==> config.mk <==
export PLATFORM = sky130hd
export DESIGN_NAME = univ_shift_reg_burst
export DESIGN_NICKNAME = d
export VERILOG_FILES = /design/src/rtl/univ_shift_reg_burst.sv
export SDC_FILE = /design/constraint.sdc
export NUM_CORES = 1
export LEC_CHECK = 0
export CAP_MARGIN = 10
export CORE_MARGIN = 8
export CORE_UTILIZATION = 35
export DETAILED_ROUTE_END_ITERATION = 8
export GPL_TIMING_DRIVEN = 0
export PLACE_DENSITY = 0.62
export SLEW_MARGIN = 20
export SYNTH_ARGS = -nofsm -noshare
export SYNTH_HDL_FRONTEND = slang
export SYNTH_SLANG_ARGS = --single-unit
export TNS_END_PERCENT = 20
==> constraint.sdc <==
create_clock -name clk -period 4.1 [get_ports clk]
set_input_delay 1.025 -clock clk [delete_from_list [all_inputs] [get_ports clk]]
set_output_delay 1.025 -clock clk [all_outputs]
set_load 0.05 [all_outputs]
==> src/rtl/univ_shift_reg_burst.sv <==
`default_nettype none
// ============================================================================
// Module   : univ_shift_reg_burst
// Brief    : WIDTH-bit universal shift register with eight modes and an
//            autonomous multi-step shift/rotate burst engine.
// Revision : 1.0
// ============================================================================
module univ_shift_reg_burst #(
    parameter int WIDTH = 8,
    parameter int CNT_W = 4
) (
    input  logic             clk,
    input  logic             rst,
    input  logic             en,
    input  logic [2:0]       mode,
    input  logic             sin_l,
    input  logic             sin_r,
    input  logic [WIDTH-1:0] d,
    input  logic             start,
    input  logic [CNT_W-1:0] cnt,
    output logic [WIDTH-1:0] q,
    output logic             so_msb,
    output logic             so_lsb,
    output logic             busy,
    output logic             done
);

    localparam logic [2:0] c_MODE_HOLD  = 3'b000;
    localparam logic [2:0] c_MODE_SHR   = 3'b001;
    localparam logic [2:0] c_MODE_SHL   = 3'b010;
    localparam logic [2:0] c_MODE_LOAD  = 3'b011;
    localparam logic [2:0] c_MODE_ROTR  = 3'b100;
    localparam logic [2:0] c_MODE_ROTL  = 3'b101;
    localparam logic [2:0] c_MODE_ASHR  = 3'b110;
    localparam logic [2:0] c_MODE_CLEAR = 3'b111;

    localparam logic [CNT_W-1:0] c_CNT_ONE = CNT_W'(1);

    typedef enum logic [0:0] {
        IDLE  = 1'b0,
        BURST = 1'b1
    } state_t;

    state_t             state_q, state_d;
    logic [WIDTH-1:0]   shreg_q, shreg_d;
    logic [CNT_W-1:0]   cnt_q,   cnt_d;
    logic [2:0]         mode_q,  mode_d;
    logic               done_q,  done_d;

    function automatic logic [WIDTH-1:0] apply_op(
        input logic [2:0]       op,
        input logic [WIDTH-1:0] cur,
        input logic [WIDTH-1:0] ld,
        input logic             sl,
        input logic             sr
    );
        logic [WIDTH-1:0] res;
        res = cur;
        case (op)
            c_MODE_HOLD:  res = cur;
            c_MODE_SHR:   res = {sl, cur[WIDTH-1:1]};
            c_MODE_SHL:   res = {cur[WIDTH-2:0], sr};
            c_MODE_LOAD:  res = ld;
            c_MODE_ROTR:  res = {cur[0], cur[WIDTH-1:1]};
            c_MODE_ROTL:  res = {cur[WIDTH-2:0], cur[WIDTH-1]};
            c_MODE_ASHR:  res = {cur[WIDTH-1], cur[WIDTH-1:1]};
            c_MODE_CLEAR: res = '0;
            default:      res = cur;
        endcase
        return res;
    endfunction

    function automatic logic is_shift(input logic [2:0] op);
        return (op == c_MODE_SHR)  || (op == c_MODE_SHL) ||
               (op == c_MODE_ROTR) || (op == c_MODE_ROTL) ||
               (op == c_MODE_ASHR);
    endfunction

    always_ff @(posedge clk or negedge rst) begin
        if (!rst) begin
            state_q <= IDLE;
            shreg_q <= '0;
            cnt_q   <= '0;
            mode_q  <= c_MODE_HOLD;
            done_q  <= 1'b0;
        end else begin
            state_q <= state_d;
            shreg_q <= shreg_d;
            cnt_q   <= cnt_d;
            mode_q  <= mode_d;
            done_q  <= done_d;
        end
    end

    always_comb begin
        state_d = state_q;
        shreg_d = shreg_q;
        cnt_d   = cnt_q;
        mode_d  = mode_q;
        done_d  = 1'b0;
        case (state_q)
            IDLE: begin
                if (start && is_shift(mode)) begin
                    // q is left untouched on the accepting edge; steps begin next edge
                    if (cnt != '0) begin
                        mode_d  = mode;
                        cnt_d   = cnt;
                        state_d = BURST;
                    end else begin
                        done_d  = 1'b1;
                    end
                end else if (start || en) begin
                    shreg_d = apply_op(mode, shreg_q, d, sin_l, sin_r);
                end
            end
            BURST: begin
                shreg_d = apply_op(mode_q, shreg_q, d, sin_l, sin_r);
                cnt_d   = cnt_q - c_CNT_ONE;
                if (cnt_q == c_CNT_ONE) begin
                    state_d = IDLE;
                    done_d  = 1'b1;
                end
            end
            default: state_d = IDLE;
        endcase
    end

    assign q      = shreg_q;
    assign so_msb = shreg_q[WIDTH-1];
    assign so_lsb = shreg_q[0];
    assign busy   = (state_q == BURST);
    assign done   = done_q;

endmodule
`default_nettype wire
### After elaboration in Yosys (flattened, before gate mapping)

Index checks and enable logic that the tools add are counted.

| operators by class | value |
|---|---|
| reduce and logical (&&, ||, !) cells | 13 |
| multiplexer cells | 16 |
| equality and inequality tests | 23 |
| add/subtract/negate cells | 1 |
| bitwise gates (word level) | 1 |

Operator list:

| operator | count |
|---|---|
| $pmux W8 S7 | 2 |
| $eq A3 B3 Y1 const B | 8 |
| $mux W8 | 2 |
| $ne A2 B2 Y1 const B | 8 |
| $pmux W8 S2 | 1 |
| $eq A3 B2 Y1 const B | 4 |
| $mux W4 | 2 |
| $pmux W4 S2 | 1 |
| $eq A3 B1 Y1 const B | 2 |
| $logic_not A3 Y1 | 2 |
| $mux W1 | 6 |
| $reduce_and A6 Y1 | 1 |
| $logic_or A1 B1 Y1 | 5 |
| $eq A4 B1 Y1 const B | 1 |
| $pmux W1 S2 | 2 |
| $reduce_and A4 Y1 | 1 |
| $reduce_bool A4 Y1 | 1 |
| $sub A4 B1 Y4 const B | 1 |
| $reduce_and A3 Y1 | 1 |
| $reduce_and A2 Y1 | 1 |
| $logic_and A1 B1 Y1 | 1 |
| $not A1 Y1 | 1 |

| storage, ports and cells | value |
|---|---|
| flip-flop bits (word level) | 17 |
| input port bits | 21 |
| output and inout bits | 12 |
| logic and storage cells | 60 |

### Depth between registers and ports, before layout

Gate-level depths: netlist (run 1).

| depth | value |
|---|---|
| depth after elaboration | 8 |
| mapped depth | 6 |
| mapped depth without buffers | 5 |

### Least setup slack after synthesis (run 1)

Ideal clock, no wire load.

| timing | value |
|---|---|
| path type | input-to-reg |
| start point | input mode[1] |
| end point | register mode_q[0] |
| path buffers | 1 |
| library setup time | 0.127 ns |
| setup slack | 1.916 ns |
| data arrival time | 2.056 ns |
| cell stages on the path | 4 |
| path through | buf_2 -> a21bo_2 -> nor4_4 -> mux2_1 |

| on the way | value |
|---|---|
| word-level cells in the longest chain between the ends | 7 |

Ends and longest elaborated chain:

| element | line | RTL |
|---|---|---|
| from (decl) | 15 | `input logic [2:0] mode,` |
| $eq A3 B1 Y1 / $eq A3 B2 Y1 (equally long branches) | 74 | `return (op == c_MODE_SHR) \|\| (op == c_MODE_SHL) \|\|` |
| $logic_or A1 B1 Y1 (2 in series) | 74 |  |
| $logic_or A1 B1 Y1 | 75 | `(op == c_MODE_ROTR) \|\| (op == c_MODE_ROTL) \|\|` |
| $logic_or A1 B1 Y1 * | 75 |  |
| $logic_and A1 B1 Y1 * | 103 | `if (start && is_shift(mode)) begin` |
| $reduce_and A3 Y1 (no source line) * | -- |  |
| to (signal assigned) | 84 | `mode_q <= c_MODE_HOLD;` |
| to (signal assigned) | 90 | `mode_q <= mode_d;` |
| to (decl) | 47 | `logic [2:0] mode_q, mode_d;` |

Every way passes the cells marked *; elsewhere a longest branch is shown, timed or not.
A chain may end at the register's enable or synchronous reset.

### Final worst setup path (run 1)

| timing | value |
|---|---|
| start point | register shreg_q[7] (netlist: q[7]) |
| end point | output q[7] |

RTL lines:

| element | line | RTL |
|---|---|---|
| from (decl) | 45 | `logic [WIDTH-1:0] shreg_q, shreg_d;` |
| from (signal assigned) | 88 | `shreg_q <= shreg_d;` |
| to (decl) | 21 | `output logic [WIDTH-1:0] q,` |

No word-level cell between the ends.

==> impl_metrics.py, run 1 <==
metrics = {
    "timing": {
        "timing_hold_violations_final": 0,
        "slew_headroom": 0.411,
        "final.setup.tns_ps": 0,
        "period_minus_slack_ps": 2760,
        "hold_slack_ps": 562,
        "fin_worst_skew_ps": 11.1,
        "rsz0062_at_grt": "no",
        "finalSetupViolCount": 0,
        "worst_pin_slew_ps": 880,
        "final_max_slew_viol_count": 0,
        "fin_crit_sh": 0.673,
        "final_critical_path_setup_slack_ps": 1340,
        "achievable-frequency_mhz": 363,
    },
    "synth": {
        "synth_async_sr_flop_share": 1.00,
        "ys_seq_area_frac": 0.288,
        "synth.distinct_cells": 51,
        "mean_instance_size_in_the_synthesized_netlist_um2": 8.74,
        "synth.yosys.warnings": 0,
        "synth-seq-cells": 17,
        "fraction_of_post_synthesis_cell_area_in_the_top_cell_type_by_area": 0.288,
        "synth-edff-count": 0,
        "syn-cell-area_mm2": 0.00148,
        "postSynth.topFlopCell": "sky130_fd_sc_hd__dfrtp_1",
        "synth.largest_area_cell": "sky130_fd_sc_hd__dfrtp_1",
        "mappedNetlistNets": 192,
        "syn-instance-count": 169,
        "synthTopCellsByArea": "sky130_fd_sc_hd__dfrtp_1, sky130_fd_sc_hd__a221o_1, sky130_fd_sc_hd__a211oi_1",
    },
    "grt": {
        "antenna_violations_before_repair": 0,
        "grt_pass1_vias": 1535,
        "track_usage": 0.148,
        "global_route_wire_length_before_repair_mm": 7.81,
        "globalRoute.totalOverflow": 0,
        "grt_start_max_net_pins": 18,
    },
    "clock_network": {
        "cts_max_level": 1,
        "clock_insertion_delay_worst_skew_ps": 260,
        "cts.clk_slew.worst_paths_ps": 80,
        "post_cts_hold_buffer_count": 0,
        "post-cts-setup-buffers": 0,
        "post_cts_resize_count": 0,
        "cts.path.max_buffers": 2,
        "cts.sink_count": 17,
        "root_buffer": "sky130_fd_sc_hd__clkbuf_8",
        "cts_inserted_buffers": 3,
        "clock_tree_from_tritoncts": "built",
    },
    "routing": {
        "wl_met1_mm": 1.91,
        "dr_wl_met3_um": 351,
        "wl_met2_mm": 2.28,
        "topRoutingLayerUsed": "met4",
        "first_pass_iters": 4,
        "vias_per_cell": 5.93,
        "first_iter_violations": 163,
        "post_route_drc_violation_count": 0,
        "antenna_left": 0,
        "wl_per_cell_um": 18.1,
        "number_of_vias_in_the_routed_layout": 1511,
        "wirelength_mm": 4.61,
    },
    "finish": {
        "diodes": 0,
        "layout.cells.most_common_list": "sky130_fd_sc_hd__clkdlybuf4s50_1, sky130_fd_sc_hd__dfrtp_1, sky130_fd_sc_hd__inv_1",
        "area.growth.synth_to_final_pct": 29.0,
        "fin_nets": 229,
        "utilization": 0.473,
        "leading_cell_type_in_the_layout_fill_and_taps_excluded": "sky130_fd_sc_hd__clkdlybuf4s50_1",
        "postLayoutCellArea_mm2": 0.00191,
        "layout.cells.non_filler": 255,
        "layout-drive-gt1-share": 0.122,
    },
    "worst_setup_path": {
        "critical_path_class": "reg2out",
        "critical_path.startpoint": "q[7]",
        "worst_ep_arrival_time_ps": 1730,
        "critical_path_peak_fanout": 8,
        "critPathMaxStageDelay_ps": 790,
        "endpoint_kind": "primary output",
        "ff_to_ff_start": "mode_q[2]",
        "worst_setup_start_kind": "flop",
        "timing.critical_path.slowest_stage_cell": "sky130_fd_sc_hd__clkdlybuf4s50_1",
        "worst-endpoint-required_ps": 3070,
        "critical_path.cell_chain": "buf_4, clkdlybuf4s50_1",
    },
    "pwr": {
        "power_report.internal_total_uw": 779,
        "power.density_cell_area_mw_per_mm2": 838,
        "leakagePower_nw": 0.761,
        "irDropWorstVdd_v": 0.000293,
        "fin_total_pwr_mw": 1.60,
        "total_switching_power_uw": 818,
        "pwr-share-seq": 0.232,
        "p_sw_frac": 0.512,
        "p_clk_frac": 0.084,
        "share_comb_of_total_power": 0.684,
    },
    "placement": {
        "place_area_mm2": 0.00186,
        "place_congestion": 0.867,
        "place_hpwl_mm": 3.42,
        "place_inst": 251,
        "portBuffers": 32,
        "dp_slack_ps": 1190,
    },
    "floorplanning": {
        "placeableCoreArea_mm2": 0.00403,
        "die_y_um": 81.0,
        "fp-row-count": 23,
        "boundaryPins": 33,
        "die_x_um": 81.0,
        "initial_core_util": 0.367,
        "die_area_mm2": 0.00656,
    },
    "run_status": {
        "result_of_the_run": "finished clean",
    },
    "min_path": {
        "min-delay-start": "cnt_q[3]",
        "timing.hold.worst.class": "reg2reg",
    },
    "flow_run": {
        "maxCapViolations": 0,
    },
}
[cells in the mapped netlist (all sizes together) (5+ instances only)]
cell type	instances
a221o	7
o21ai	9
nand2	13
nor3	5
clkbuf	6
buf	11
a32o	6
nor2	6
a211oi	9
inv	15
dfrtp	17
o31ai	8
a21o	6
a221oi	6
a21oi	5
[sequential cells by signal, summed over array words and instances (netlist names)]
| register | count |
|---|---|
| q | 8 |
| mode_q | 3 |
| cnt_q | 4 |
| busy | 1 |
| done | 1 |
[metal layers]
metal	vias to the layer above	global-route usage
li1	720	-
met1	727	0.189
met2	58	0.240
met3	6	0.0276
met4	0	0.0589
met5	-	0
[power by group through the flow]
stage / logic (mW) / registers (mW) / clock network, mW
4_1_cts: 1.10 / 0.370 / 0.135
5_1_grt: 1.19 / 0.391 / 0.141
2_1_floorplan: 0.653 / 0.505 / 0
6_report: 1.09 / 0.370 / 0.135
3_5_place_dp: 1.09 / 0.372 / 0
3_3_place_gp: 1.08 / 0.370 / 0
[kinds of logic (layout without fill, tap and decap cells)]
family / after synthesis / count (layout) / share of synthesized area
buffers and inverters: 32 / 68 / 0.102
adders and majority gates: 2 / 2 / 0.0169
xor gates and xnor gates: 2 / 2 / 0.0119
DFF: 17 / 17 / 0.288
muxes: 4 / 4 / 0.0279
and+or+nand+nor: 40 / 40 / 0.162
AOI/OAI and AO/OA: 72 / 72 / 0.392
[critical path: cells and delay by family, from the launching register on]
kind / cells / cell delay, ps
flops: 1 / 510
buf+inv: 2 / 950
[layout make-up]
class                      instances  area [um2]
buffer                            17        93.8
clock buffer                       4        45.0
fill                             401        2120
inverter                          15        56.3
multi-input combinational        120         902
sequential                        17         425
tap                               50        62.6
timing repair buffer              32         320
[worst paths after layout]
kind                                 end  slack [ps]  depth (start not counted)
worst min register to register  cnt_q[3]         560                          1
max in group asynchronous       cnt_q[0]        2290                          1
worst max register to register      q[3]        2370                          6
worst min-delay path            cnt_q[3]         560                          1
worst max-delay path                q[7]        1340                          2
min in group asynchronous           q[4]        1260                          1
Note: power is estimated with default switching activity, not from simulation.
==> run 2: changes to the inputs <==
==> constraint.sdc (replaced) <==
create_clock -name clk -period 2.7 [get_ports clk]
set_input_delay 0.675 -clock clk [delete_from_list [all_inputs] [get_ports clk]]
set_output_delay 0.675 -clock clk [all_outputs]
set_load 0.05 [all_outputs]
==> results of run 2 <==
Same layout as run 1 (identical final DEF). Status: finished clean.
Among the figures that moved: setup slack after placement 1190 ps -> 141 ps; setup slack after layout 1340 ps -> 292 ps; register-to-register setup slack 2370 ps -> 970 ps; total power 1.60 mW -> 2.43 mW; worst IR drop on VDD 0.000293 V -> 0.000444 V
